==> config.mk <==
export PLATFORM = sky130hd
export DESIGN_NAME = bp_stream_byte_packer
export DESIGN_NICKNAME = d
export VERILOG_FILES = /design/src/rtl/bp_stream_byte_packer.sv
export SDC_FILE = /design/constraint.sdc
export NUM_CORES = 1
export LEC_CHECK = 0
export CAP_MARGIN = 25
export CORE_AREA = 2 2 150 123
export CTS_CLUSTER_SIZE = 10
export DETAILED_ROUTE_END_ITERATION = 10
export DIE_AREA = 0 0 152 125
export HOLD_SLACK_MARGIN = 0.02
export PLACE_DENSITY = 0.7
export SYNTH_ARGS = -nofsm -noshare
export SYNTH_HDL_FRONTEND = slang
export SYNTH_SLANG_ARGS = --single-unit
==> constraint.sdc <==
create_clock -name clk_i -period 5.75 [get_ports clk_i]
set_clock_uncertainty 0.15 [all_clocks]
set_input_delay 0.575 -clock clk_i [delete_from_list [all_inputs] [get_ports clk_i]]
set_output_delay 0.575 -clock clk_i [all_outputs]
set_load 0.03 [all_outputs]
==> src/rtl/bp_stream_byte_packer.sv <==
// Packs a host byte stream into stream_data_width_p-bit little-endian words behind a small FIFO.
// Optional idle flush of partial words: define BP_STREAM_PACKER_FLUSH_EN.
module bp_stream_byte_packer #(
    parameter int in_width_p          = 8,
    parameter int stream_data_width_p = 32,
    parameter int fifo_els_p          = 4,
    parameter int flush_cycles_p      = 1024
) (
    input  logic                           clk_i,
    input  logic                           reset_i,
    input  logic                           clear_i,
    input  logic                           byte_v_i,
    input  logic [in_width_p-1:0]          byte_data_i,
    output logic                           byte_ready_o,
    output logic                           stream_v_o,
    output logic [stream_data_width_p-1:0] stream_data_o,
    input  logic                           stream_ready_i,
    output logic [31:0]                    word_count_o
);

    localparam int lanes_lp = stream_data_width_p / in_width_p;
    localparam int lane_w   = (lanes_lp > 1) ? $clog2(lanes_lp) : 1;
    localparam int ptr_w    = (fifo_els_p > 1) ? $clog2(fifo_els_p) : 1;
    localparam int cnt_w    = $clog2(fifo_els_p + 1);

    if ((stream_data_width_p % in_width_p) != 0 || lanes_lp < 2 || fifo_els_p < 2
        || flush_cycles_p < 1) begin : g_param_check
        $error("bp_stream_byte_packer: illegal parameter combination");
    end

    // Both ports use valid/ready: a transfer happens on the rising clk_i edge where valid and
    // ready are both high; a valid word and its data hold steady until that transfer.

    logic [lane_w-1:0]                         lane_cnt;
    logic [lanes_lp-1:0][in_width_p-1:0]       held;
    logic [lanes_lp-1:0][in_width_p-1:0]       assembled;
    logic [stream_data_width_p-1:0]            mem [fifo_els_p];
    logic [ptr_w-1:0]                          wr_ptr;
    logic [ptr_w-1:0]                          rd_ptr;
    logic [cnt_w-1:0]                          fifo_cnt;
    logic                                      fifo_full;
    logic                                      byte_hs;
    logic                                      last_lane;
    logic                                      word_done;
    logic                                      flush_fire;
    logic                                      enq;
    logic                                      deq;
    logic [stream_data_width_p-1:0]            enq_data;

    assign fifo_full    = (fifo_cnt == cnt_w'(fifo_els_p));
    // No bypass: a full FIFO stalls input even if the head leaves this cycle.
    assign byte_ready_o = ~fifo_full & ~clear_i & ~reset_i;
    assign byte_hs      = byte_v_i & byte_ready_o;
    assign last_lane    = (lane_cnt == lane_w'(lanes_lp - 1));
    assign word_done    = byte_hs & last_lane;

    always_comb begin
        assembled           = held;
        assembled[lane_cnt] = byte_data_i;
    end

`ifdef BP_STREAM_PACKER_FLUSH_EN
    localparam int idle_w = $clog2(flush_cycles_p + 1);
    logic [idle_w-1:0] idle_cnt;

    // The idle counter saturates at flush_cycles_p so a blocked flush stays pending.
    assign flush_fire = (idle_cnt == idle_w'(flush_cycles_p)) & (lane_cnt != '0)
                        & ~fifo_full & ~clear_i & ~byte_hs;

    always_ff @(posedge clk_i or posedge reset_i) begin
        if (reset_i) begin
            idle_cnt <= '0;
        end else if (clear_i || byte_hs || flush_fire) begin
            idle_cnt <= '0;
        end else if (lane_cnt != '0 && idle_cnt != idle_w'(flush_cycles_p)) begin
            idle_cnt <= idle_cnt + idle_w'(1);
        end
    end
`else
    assign flush_fire = 1'b0;
`endif

    assign enq      = word_done | flush_fire;
    assign enq_data = word_done ? assembled : held;
    assign deq      = stream_v_o & stream_ready_i;

    // Held lanes return to zero after every word so a flushed partial word has zero upper lanes.
    always_ff @(posedge clk_i or posedge reset_i) begin
        if (reset_i) begin
            lane_cnt <= '0;
            held     <= '0;
        end else if (clear_i) begin
            lane_cnt <= '0;
            held     <= '0;
        end else if (byte_hs) begin
            if (last_lane) begin
                lane_cnt <= '0;
                held     <= '0;
            end else begin
                lane_cnt       <= lane_cnt + lane_w'(1);
                held[lane_cnt] <= byte_data_i;
            end
        end else if (flush_fire) begin
            lane_cnt <= '0;
            held     <= '0;
        end
    end

    always_ff @(posedge clk_i) begin
        if (enq) begin
            mem[wr_ptr] <= enq_data;
        end
    end

    always_ff @(posedge clk_i or posedge reset_i) begin
        if (reset_i) begin
            wr_ptr   <= '0;
            rd_ptr   <= '0;
            fifo_cnt <= '0;
        end else begin
            if (enq) begin
                wr_ptr <= (wr_ptr == ptr_w'(fifo_els_p - 1)) ? '0 : wr_ptr + ptr_w'(1);
            end
            if (deq) begin
                rd_ptr <= (rd_ptr == ptr_w'(fifo_els_p - 1)) ? '0 : rd_ptr + ptr_w'(1);
            end
            case ({enq, deq})
                2'b10:   fifo_cnt <= fifo_cnt + cnt_w'(1);
                2'b01:   fifo_cnt <= fifo_cnt - cnt_w'(1);
                default: fifo_cnt <= fifo_cnt;
            endcase
        end
    end

    assign stream_v_o    = (fifo_cnt != '0);
    assign stream_data_o = stream_v_o ? mem[rd_ptr] : '0;

    always_ff @(posedge clk_i or posedge reset_i) begin
        if (reset_i) begin
            word_count_o <= '0;
        end else if (deq) begin
            word_count_o <= word_count_o + 32'd1;
        end
    end

endmodule

# After elaboration in Yosys (flattened, before gate mapping)
# Memories as Yosys holds them, arrays and structs flattened.
# Cells that the tools add are included.
# word_totals
register_bits	73
wordCells	52
ram_bits	128
out_inout_bits	66
in_bits	13
memories	1
# classes
eq_ne	6
reduce_logical	4
n_lt_le_gt_ge	2
muxes	16
add_sub_neg	6
bitwise	8
# mem_list
name	depth	width	rd	rd_clocked_by_memory_dff	wr	line_no	text
mem	4	32	1	0	1	37	logic [stream_data_width_p-1:0] mem [fifo_els_p];
# ops
op	n
$mux 32	5
$add 32x1->32 const B	1
$bwmux 32	1
$demux 8 s2	1
$mux 2	5
$eq 2x2->1 const B	4
$mux 8	1
$add 2x1->2 const B	3
$pmux 3 s2	1
$and 1x1->1	5
$reduce_bool 2->1	2
$add 3x1->3 const B	1
$eq 3x3->1 const B	1
$lt 2x3->1 const B	1
$not 1->1	3
$reduce_bool 3->1	1
$sub 3x1->3 const B	1
$eq 2x1->1 const B	1
$ge 2x1->1 const B	1
$mux 1	2
$logic_and 1x1->1	1

# Depth between registers and ports, before layout
# Gate-level depths: netlist (run 1).
# depth
word_depth	8
depth_mapped	12
depth_no_buf	9

# Worst setup path before layout (run 1)
# OpenSTA, ideal clock, no wires.
# synth_timing
path_type	input to register
from	input clear_i
to	memory mem[0][0] (enable)
slack_ns	2.995
t_arrival_ns	2.213
path_buffers	3
cell_stages	6
setup_ns	0.392
cell_sequence	clkbuf_1 nor2_1 and3_1 buf_2 buf_6 and3_1
# synth_between
elab_chain_cells	7
# synth_rtl
element	line_no	text
from (decl)	11	input logic clear_i,
$not 1->1	52	assign byte_ready_o = ~fifo_full & ~clear_i & ~reset_i;
$and 1x1->1 (2 in a row)	52	
$and 1x1->1	53	assign byte_hs = byte_v_i & byte_ready_o;
$and 1x1->1	55	assign word_done = byte_hs & last_lane;
$mux 1	110	if (enq) begin
$mux 1 (not written as such)	111	mem[wr_ptr] <= enq_data;
to (decl)	37	
# No other way between the ends.

# Final worst setup path (run 1)
# layout_timing
from	register rd_ptr[0]
to	output stream_data_o[13]
# layout_between
elab_chain_cells	2
# layout_rtl
element	line_no	text
from (decl)	39	logic [ptr_w-1:0] rd_ptr;
from (signal assigned)	125	rd_ptr <= (rd_ptr == ptr_w'(fifo_els_p - 1)) ? '0 : rd_ptr + ptr_w'(1);
$mem_v2 4x32	--	
$mux 32	136	assign stream_data_o = stream_v_o ? mem[rd_ptr] : '0;
to (decl)	16	output logic [stream_data_width_p-1:0] stream_data_o,
# No other way between the ends.

==> metrics.txt, run 1 <==
status=complete, no violations; pin count of the biggest net entering global routing=between 60 and 70; DP Cell Count=840; clock-pin slew of the registers on the worst-case setup and hold paths=50 ps; Pins Over Slew Limit=0; worst setup slack for register-to-register paths=~2500 ps; vertical die dimension=125 um; Total GRT Usage=18.5%; number of DRC violations after detailed routing=0; Final Cycle Share=64.6%; number of I/O port buffers=78; sum of internal, switching and leakage power=4.10 mW; CP endpoint kind=output pin; Final Net Count=662; count of boundary I/O pins=between 70 and 80; Max rail drop VDD=0.196 mV; startpoint kind of the worst setup timing path=flip-flop; cell type of the slowest stage on the worst timing path=sky130_fd_sc_hd__dfrtp_2; cell-by-cell trace of the critical path=buf_4 > mux4_2 > nor2b_1 > clkdlybuf4s50_1; Post-Synthesis Net Count=571; cell area after synthesis=8630 um2; data required time of the critical path=5030 ps; MaxCap Viol Count=0; count of endpoints failing hold in the final timing report=0; width of the die=152 um; number of synthesized register bits=201; total of warnings raised by yosys=0; clk sink count=201; number of antenna violations at the first check in global routing=0; CTS H-tree depth=1; Yosys top cell by area=sky130_fd_sc_hd__edfxtp_1; area of the die=around 19000 um2; effective utilization at floorplan=~49%; critical path's largest stage delay=between 600 and 700 ps; buffer depth of the longest clock path=3; power density over the cells=396 nW/um2; CP Max Fanout=21; grt total ovfl=0; final instance count without filler cells=885; sequential share of the synthesized area=approximately two thirds; average via count per standard cell=5.50; synth top area cells=sky130_fd_sc_hd__edfxtp_1, sky130_fd_sc_hd__dfrtp_1, sky130_fd_sc_hd__mux4_2, sky130_fd_sc_hd__mux2_1, sky130_fd_sc_hd__o32ai_1; WL per Instance=19.5 um; static leakage=3.98 nW; Post-CTS Setup Inserts=0; worst slack on hold paths=232 ps; post-cts sizing count=0; First DRT Iteration DRCs=353; worst-skew pair later-pin latency=around 500 ps; global placer's final weighted congestion=0.775; type of the setup path with the least slack=reg2out; data arrival at the endpoint of the critical path=2990 ps; number of nets with antenna violations after routing=0; Buffers & Inverters on Critical Path=2; vias after detailed routing=4869; critical path's top delay family=buffers and inverters; Core Footprint=approximately 18000 um2; Core Util, Final=between 50% and 60%; Setup Total Neg Slack=0 ps; fraction of final layout cells sized beyond drive strength 1=14.5%; number of cells produced by synthesis=546; worst hold path type=in2async; total setup violations reported at the end of the flow=0; wire length of the first global-routing pass=28.0 mm; Achievable Freq=269 MHz; final-layout fill cell count=1337; drt first pass iters=4; RSZ-0062 raised after global routing=false; share of Yosys cell area claimed by the top area cell type=between 40 and 50%; std cell rows=44; CTS tree=yes; Post-Synthesis Mean Instance Area=around 16 um2; final critical delay including setup and external delays=3710 ps; vias in the first global route=5082; hold bufs inserted after CTS=0; final HPWL from detailed placement=11.3 mm; clock buffer count from CTS=24; clk root buf=sky130_fd_sc_hd__clkbuf_16; synthesis-to-layout area growth=20.1%; Tightest Pin Transition=slightly below 900 ps; count of distinct cell types in the synthesized netlist=39; worst max-slew margin expressed relative to the limit=40.5%; antenna cells=0; Final Routed Wirelength=roughly 17 mm
## synthesized netlist by cell type, drive strengths merged
library cell / instances
xnor2: 19
nor2: 15
nor3: 10
o311ai: 1
dfrtp: 73
clkbuf: 13
nor4b: 1
nor4: 4
edfxtp: 128
fa: 1
a21o: 1
nor3b: 1
nor2b: 32
or3b: 1
a21oi: 1
o31ai: 1
mux2: 36
ha: 11
inv: 40
o21a: 3
nand2: 16
o32ai: 24
nand4: 11
nand3: 10
xor2: 15
and3: 9
nand2b: 8
nand3b: 3
buf: 9
mux2i: 3
and4: 2
or3: 3
and2: 9
mux4: 32
## cell families (layout without fill, tap and decap cells)
family	after synthesis	after routing	share of synthesized area (%)
flip-flops	201	201	65.7
AND/OR/NAND/NOR	135	135	9.37
multiplexers	71	71	13.4
buffers and inverters	62	171	3.03
XOR/XNOR	34	34	3.45
AO/OA/AOI/OAI	31	31	3.22
adder cells (fa/ha/maj)	12	12	1.83
## layout by cell type, fill, tap and decap left out, types with 2 or more instances in the layout
cell type	n
sky130_fd_sc_hd__and2_1	9
sky130_fd_sc_hd__and3_1	9
sky130_fd_sc_hd__and4_1	2
sky130_fd_sc_hd__buf_4	8
sky130_fd_sc_hd__clkbuf_1	18
sky130_fd_sc_hd__clkbuf_16	25
sky130_fd_sc_hd__clkdlybuf4s50_1	78
sky130_fd_sc_hd__dfrtp_1	71
sky130_fd_sc_hd__dfrtp_2	2
sky130_fd_sc_hd__edfxtp_1	128
sky130_fd_sc_hd__ha_1	11
sky130_fd_sc_hd__inv_1	39
sky130_fd_sc_hd__mux2_1	23
sky130_fd_sc_hd__mux2_2	13
sky130_fd_sc_hd__mux2i_1	3
sky130_fd_sc_hd__mux4_2	32
sky130_fd_sc_hd__nand2_1	16
sky130_fd_sc_hd__nand2b_1	8
sky130_fd_sc_hd__nand3_1	7
sky130_fd_sc_hd__nand3_2	3
sky130_fd_sc_hd__nand3b_2	3
sky130_fd_sc_hd__nand4_1	11
sky130_fd_sc_hd__nor2_1	15
sky130_fd_sc_hd__nor2b_1	32
sky130_fd_sc_hd__nor3_1	7
sky130_fd_sc_hd__nor3_2	3
sky130_fd_sc_hd__nor4_1	4
sky130_fd_sc_hd__o21a_1	3
sky130_fd_sc_hd__o32ai_1	24
sky130_fd_sc_hd__or3_1	3
sky130_fd_sc_hd__xnor2_1	19
sky130_fd_sc_hd__xor2_1	15
## worst paths after layout
check | startpoint | endpoint | cells after the start
max in group asynchronous | reset_i | held[3] | 3
max | rd_ptr[0] | stream_data_o[13] | 4
min | reset_i | word_count_o[30] | 2
min in group clk_i | word_count_o[31] | word_count_o[31] | 1
min reg2reg | word_count_o[31] | word_count_o[31] | 1
max reg2reg | fifo_cnt[0] | fifo_cnt[2] | 9
## state kept, by name (all words and copies together), names as in the netlist
| name | cells |
|---|---|
| mem | 128 |
| held | 32 |
| word_count_o | 32 |
| fifo_cnt | 3 |
| lane_cnt | 2 |
| rd_ptr | 2 |
| wr_ptr | 2 |
## metal layers
metal | wire, um | GRT usage (%) | vias to the layer above
met5 | 0 | 0 | -
met4 | 267 | 4.01 | 0
met3 | 803 | 3.05 | 23
met2 | 8200 | 29.2 | 117
met1 | 8000 | 27.5 | 2503
li1 | - | - | 2226
## through the flow
| stage | area (um2) | setup WS, ps |
|---|---|---|
| detailed placement | 9650 | 1910 |
| finish | 10400 | 2040 |
| global placement | 9650 | 1970 |
| global route | 10400 | 1840 |
| CTS | 10400 | 1950 |
| floorplan | 8630 | 2990 |
## worst reg2reg max path: cells and delay by family (launching register included)
kind	cells	cell delay (ps)
flip-flops	1	460
adder cells (fa/ha/maj)	2	660
XOR/XNOR	2	310
buffers and inverters	1	60
AND/OR/NAND/NOR	4	1490
## final cells by class
type | count | area (um2) | area share [%]
sequential | 201 | 5670 | 54.7
multi-input combinational | 283 | 2700 | 26.1
timing repair buffer | 87 | 852 | 8.22
clock buffer | 43 | 693 | 6.69
tap | 230 | 288 | 2.78
inverter | 40 | 150 | 1.45
clock inverter | 1 | 6.26 | 0.0604
## report_power, final
group          switching [mW]  total, mW  internal (mW)
sequential              0.136       1.71           1.58
clock                   0.525       1.33          0.807
combinational           0.550       1.06          0.510
(Power assumes the default switching activity.)
==> run 2: changes to the inputs <==
Settings changed: PLACE_DENSITY 0.7 to 0.73.
Clock period 5.75 ns to 3.1 ns, I/O delays scaled along.
==> run 2 against run 1 <==
Via count up 1.8%. Combinational power up 100%. Routed wire length up 3.4%. Sequential power up 77%.
==> metrics.txt, run 2 (synthesized netlist as in run 1, its figures left out) <==
share of total power in sequential cells=39.1% (-2.6 points); clock buffer count from CTS=24 (unchanged); pin count of the biggest net entering global routing=36 (-44%); Total GRT Usage=19.1% (+0.64 points); number of DRC violations after detailed routing=0 (unchanged); antenna cells=0 (unchanged); r2r endpoint=fifo_cnt[2]; Reg2Reg Launch Point=fifo_cnt[0]; vias after detailed routing=4957 (+1.8%); clock-pin slew of the registers on the worst-case setup and hold paths=50 ps (about the same); CTS tree=yes; DP Cell Count=853 (+1.5%); Core Util, Final=59.3% (+0.69 points); vertical die dimension=125 um (unchanged); First DRT Iteration DRCs=339 (-4.0%); MaxCap Viol Count=0 (unchanged); count of endpoints failing hold in the final timing report=0 (unchanged); CP Max Fanout=19 (-9.5%); area of the die=19000 um2 (unchanged); Final Net Count=674 (+1.8%); cell type of the slowest stage on the worst timing path=sky130_fd_sc_hd__clkdlybuf4s50_1; Placement Setup Slack=588 ps (-1320 ps); width of the die=152 um (unchanged); final critical delay including setup and external delays=just under 3000 ps; fraction of final layout cells sized beyond drive strength 1=16.0% (+1.5 points); global placer's final weighted congestion=0.862 (+11%); std cell rows=44 (unchanged); worst-skew pair later-pin latency=500 ps (about the same); number of I/O port buffers=78 (unchanged); Final Cycle Share=a little over nine tenths; clk root buf=sky130_fd_sc_hd__clkbuf_16; data required time of the critical path=2640 ps (-2390 ps); cell-internal power=5.47 mW (+89%); Max rail drop VDD=0.641 mV (+230%); synthesis-to-layout area growth=21.5%; Core Footprint=17700 um2 (unchanged); CTS H-tree depth=1 (unchanged); Register-to-Register Path Depth=9 (unchanged); startpoint kind of the worst setup timing path=flip-flop; power density over the cells=740 nW/um2 (+87%); wire length of the first global-routing pass=28.7 mm (+2.6%); commonest cells after routing, fill and taps aside=sky130_fd_sc_hd__edfxtp_1, sky130_fd_sc_hd__clkdlybuf4s50_1, sky130_fd_sc_hd__dfrtp_1; number of antenna violations at the first check in global routing=0 (unchanged); data arrival at the endpoint of the critical path=2480 ps (-510 ps); net switching fraction of the power=29.5% (about the same); max FFs per register=128 (unchanged); sum of internal, switching and leakage power=7.76 mW (+89%); type of the setup path with the least slack=reg2out; total setup violations reported at the end of the flow=0 (unchanged); final cell area excluding filler cells=10500 um2 (+1.2%); final-layout fill cell count=1332 (-0.37%); WL per Instance=19.9 um (+2.0%); Setup Total Neg Slack=0 ps (unchanged); final critical-path setup slack=161 ps (-1880 ps); number of nets with antenna violations after routing=0 (unchanged); switching power of the nets=2.29 mW (+89%); buffer depth of the longest clock path=3 (unchanged); count of boundary I/O pins=79 (unchanged); Final Routed Wirelength=17.9 mm (+3.4%); critical path's largest stage delay=620 ps (-60 ps); average via count per standard cell=5.53 (+0.45%); worst setup slack for register-to-register paths=540 ps (-2000 ps); RSZ-0062 raised after global routing=false; registers with the most flip-flops=mem: 128 flops, held: 32 flops, word_count_o: 32 flops; worst slack on hold paths=57.7 ps (-174 ps); Pins Over Slew Limit=0 (unchanged); share of power burned in combinational logic=27.9% (+2.1 points); cell-by-cell trace of the critical path=buf_6 > mux4_2 > nor2b_1 > clkdlybuf4s50_1; status=complete, no violations; vias in the first global route=5186 (+2.0%); DP Area=9750 um2 (+1.0%); largest register by flop count=mem; final instance count without filler cells=897 (+1.4%); Post-CTS Setup Inserts=0 (unchanged); worst max-slew margin expressed relative to the limit=56.0% (+16 points); clk sink count=201 (unchanged); Achievable Freq=340 MHz; grt total ovfl=0 (unchanged); CP endpoint kind=output pin; effective utilization at floorplan=48.8% (unchanged); static leakage=4.06 nW (+1.9%); share of total power in the clock network=33.0% (+0.5 points); final HPWL from detailed placement=11.9 mm (+5.5%); worst hold path type=in2async; most common library cell in the layout ignoring fill and taps=sky130_fd_sc_hd__edfxtp_1; Tightest Pin Transition=656 ps (-237 ps); drt first pass iters=5 (+1)
-- run 2: cell count changes in the layout (fill, tap and decap cells not counted), sizes merged --
cell | before | now
buf | 9 | 21
clkbuf | 43 | 44
inv | 41 | 40
-- run 2: power groups by stage --
stage               registers [mW]  logic, mW  clock network (mW)
finish                        3.03       2.16                2.56
global route                  3.04       2.31                2.73
CTS                           3.03       2.19                2.61
detailed placement            3.08       2.17                   0
global placement              3.07       2.15                   0
floorplan                     3.13       1.35                   0
-- run 2: routing by layer --
| metal | global-route usage (%) | up-vias | share of wire (%) |
|---|---|---|---|
| met1 | 28.8 | 2531 | 47 |
| met2 | 29.8 | 148 | 47 |
| met5 | 0 | - | 0 |
| met3 | 3.12 | 24 | 4.8 |
| li1 | - | 2254 | - |
| met4 | 4.29 | 0 | 1.7 |
-- run 2: how the worst max path moves through the flow --
stage | startpoint | end | slack [ps] | depth (start not counted)
after global routing | rd_ptr[0] | stream_data_o[9] | 70 | 4
after detailed placement | reset_i | mem[1][9] | 590 | 6
after floorplan | fifo_cnt[0] | fifo_cnt[2] | 540 | 11
after CTS | rd_ptr[0] | stream_data_o[9] | 50 | 4
final | rd_ptr[0] | stream_data_o[9] | 160 | 4
after global placement | rd_ptr[0] | stream_data_o[3] | 600 | 4
-- run 2: worst max-delay path, delay by kind of cell, from the launching register on --
family                 cells  cell delay, ps
multiplexers               1             530
AND/OR/NAND/NOR            1             160
flip-flops                 1             380
buffers and inverters      2             900
-- run 2: cell type report --
cell class | instances | area, um2 | share of cell area (%)
Inverter | 40 | 150 | 1.43
Multi-Input combinational cell | 283 | 2700 | 25.8
Clock buffer | 44 | 728 | 6.94
Sequential cell | 201 | 5670 | 54.1
Tap cell | 230 | 288 | 2.74
Timing Repair Buffer | 99 | 946 | 9.02
-- run 2: timing repair --
action | in CTS | in global routing
endpoints found under the hold margin | 0 | 0
endpoints found under the setup margin | 0 | 1
hold buffers | 0 | 0
gates resized for setup | 0 | 2
==> run 3: changes to the inputs <==
Settings changed: ABC_CLOCK_PERIOD_IN_PS set to 3100.
==> results of run 3 <==
The final DEF is identical to that of run 2; final timing and power are the same.
==> edit: new RTL, settings of run 3 <==
Add a define of `BP_STREAM_PACKER_FLUSH_EN`.
--- a/src/rtl/bp_stream_byte_packer.sv
+++ b/src/rtl/bp_stream_byte_packer.sv
@@ -1,5 +1,7 @@
 // Packs a host byte stream into stream_data_width_p-bit little-endian words behind a small FIFO.
 // Optional idle flush of partial words: define BP_STREAM_PACKER_FLUSH_EN.
+`define BP_STREAM_PACKER_FLUSH_EN
+
 module bp_stream_byte_packer #(
     parameter int in_width_p          = 8,
     parameter int stream_data_width_p = 32,
Formal check against the unedited RTL: no difference found for any inputs over 4 cycles, from zero or initial values and one cycle with reset_i high; that may be too few to reach the edited logic, so the function may still have changed.
==> edit against run 3 <==
- area after synthesis up 3.4%
- first-iteration DRC count up 27%
- largest power group unchanged
- cell area up 3.9%
- synthesized cell count up 2.2%
- total power up 9.7%
- worst setup slack worse by 49 ps
- largest cell class unchanged
- sequential cell count up 11
- sequential share of layout area up 0.52 points
- sequential power up 7%
- register-to-register slack worse by 170 ps
- non-clock buffer count up 6
- routed wire length up 1.2%
==> edit: results (changes against run 3) <==
[outcome]
outcome=complete, no violations

[synthesis]
synthTopCellsByArea=edfxtp_1 43%, dfrtp_1 24%, mux4_2 8.1%
synthArstFlopShare=0.396  ; +0.0330
synth_cell_types=46  ; +18%
yosys_warnings=0  ; unchanged
synth_common_cells=128 x edfxtp_1, 84 x dfrtp_1, 37 x and2_1, 34 x mux2_2, 32 x mux4_2
synth-main-ff-cell=edfxtp_1
seq_area_frac_synth=0.666  ; +0.00920
synth_nets=585  ; +2.5%
synth_edf_count=128  ; unchanged

[setup_path]
cp.arrival_ps=2530  ; +50 ps
critPathSlowestCell=clkdlybuf4s50_1
reg2reg_depth=10  ; +1
cp_top_family=buffers and inverters
crit_path_max_incr_delay_ps=580  ; -40 ps
cp_max_fo=11  ; -8

[cells_and_area]
reg.largest.list=mem (128), held (32), word_count_o (32)
fillers=1270  ; -4.7%
drive_gt1_frac=0.197  ; +0.0364
nets=700  ; +3.9%
diodes=0  ; unchanged
regArea_um2=5950  ; +4.9%

[pwr]
peakVddDrop_mv=0.427  ; -33%
p_leak_nw=4.17  ; +2.6%

[global_routing]
grtUsageMet1=0.296  ; +0.00862
gr-usage-met2=0.289  ; -0.00901
grt_max_degree=36  ; unchanged
grt_pass1_wl_um=28900  ; +0.58%
grt_use_met3=0.0333  ; +0.00208
first_global_vias=5170  ; -0.31%
track_usage=0.192  ; +0.00111
grt_antenna_before_repair=0  ; unchanged

[routing]
drt_iter0_drc=431  ; +27%
viasPerCell=5.56  ; +0.60%
dr.pass1.iters=4  ; -1
routed_wl_um=18100  ; +1.2%

[placed_design]
post-place-ws_ps=302  ; -286 ps
hpwl_um=12000  ; +1.2%
gp_congestion=0.777  ; -9.9%
dpl-instance-area_um2=10100  ; +4.1%
port_buffers=78  ; unchanged

[clocking]
clockBufferDepth=3  ; unchanged
clk-insertion-delay-late_ps=520  ; +20 ps
root_buffer=clkbuf_16
numCtsBuffers=25  ; +4.2%
htreeDepth=1  ; unchanged
path_clk_slew_ps=60

[hold_path]
hp-class=primary input to async pin

[sta]
worst_pin_slew_ps=648  ; -8.68 ps

edit: cell types whose count changed in the layout (fill, tap and decap cells not counted), sizes merged, moves of 4 or more:
cell | run 3 | this run
a21oi | 1 | 5
a22o | 0 | 24
and2 | 9 | 37
and3 | 9 | 5
buf | 21 | 27
dfrtp | 73 | 84
inv | 40 | 15
nand2 | 16 | 30
nand2b | 8 | 0
nor2 | 15 | 22
nor2b | 32 | 15
nor3 | 10 | 6
o32ai | 24 | 0
xnor2 | 19 | 25
edit: path summary, 6_finish.rpt:
check,slack (ps),startpoint,endpoint
max,110,rd_ptr[0],stream_data_o[31]
min,110,reset_i,lane_cnt[1]
max reg2reg,370,fifo_cnt[0],fifo_cnt[2]
min reg2reg,330,word_count_o[31],word_count_o[31]
max in group asynchronous,2030,reset_i,word_count_o[28]
min in group clk_i,330,clear_i,lane_cnt[1]
edit: per-stage QoR:
step | instances | hold slack [ps]
after floorplan | 558 | 223
after global placement | 871 | 307
after detailed placement | 871 | 327
after CTS | 916 | 137
after global routing | 921 | 181
final | 921 | 113
edit: what timing repair did:
item / 4_1_cts / 5_1_grt
setup endpoints to repair: 24 / 21
setup buffers: 0 / 5
resized for setup: 1 / 0
edit: power by group:
part | switching [mW] | leakage (nW) | internal [mW]
Sequential | 0.136 | 2.30 | 3.09
Combinational | 1.42 | 1.53 | 1.30
Clock | 1.05 | 0.338 | 1.51
Total | 2.61 | 4.17 | 5.90
edit: worst register-to-register path, cell delays in order (launching register included):
cell and delay, ps:
dfrtp_1 410, nor3b_1 420, nor4b_1 130, and2_1 190, a31oi_1 220, ha_1 230
inv_1 70, fa_1 390, xor2_1 160, nor2_1 120, xor2_1 170
edit: area by class of cell:
cell class	count	area share
inverter	14	0.00540
clock buffer	43	0.0636
multi-input combinational	315	0.262
tap	230	0.0264
sequential	212	0.546
clock inverter	2	0.00138
timing repair buffer	105	0.0949
edit: layer usage:
layer	share of wire	vias to the layer above
li1	-	2306
met1	0.47	2650
met2	0.46	140
met3	0.050	24
met4	0.017	0
met5	0	-
edit: cells by family after synthesis:
family / Yosys count / share of synthesized area
flip-flops: 212 / 0.666
AND/OR/NAND/NOR: 152 / 0.0963
multiplexers: 67 / 0.125
XOR/XNOR: 42 / 0.0421
AO/OA/AOI/OAI: 40 / 0.0348
buffers and inverters: 31 / 0.0153
adder cells (fa/ha/maj): 14 / 0.0205
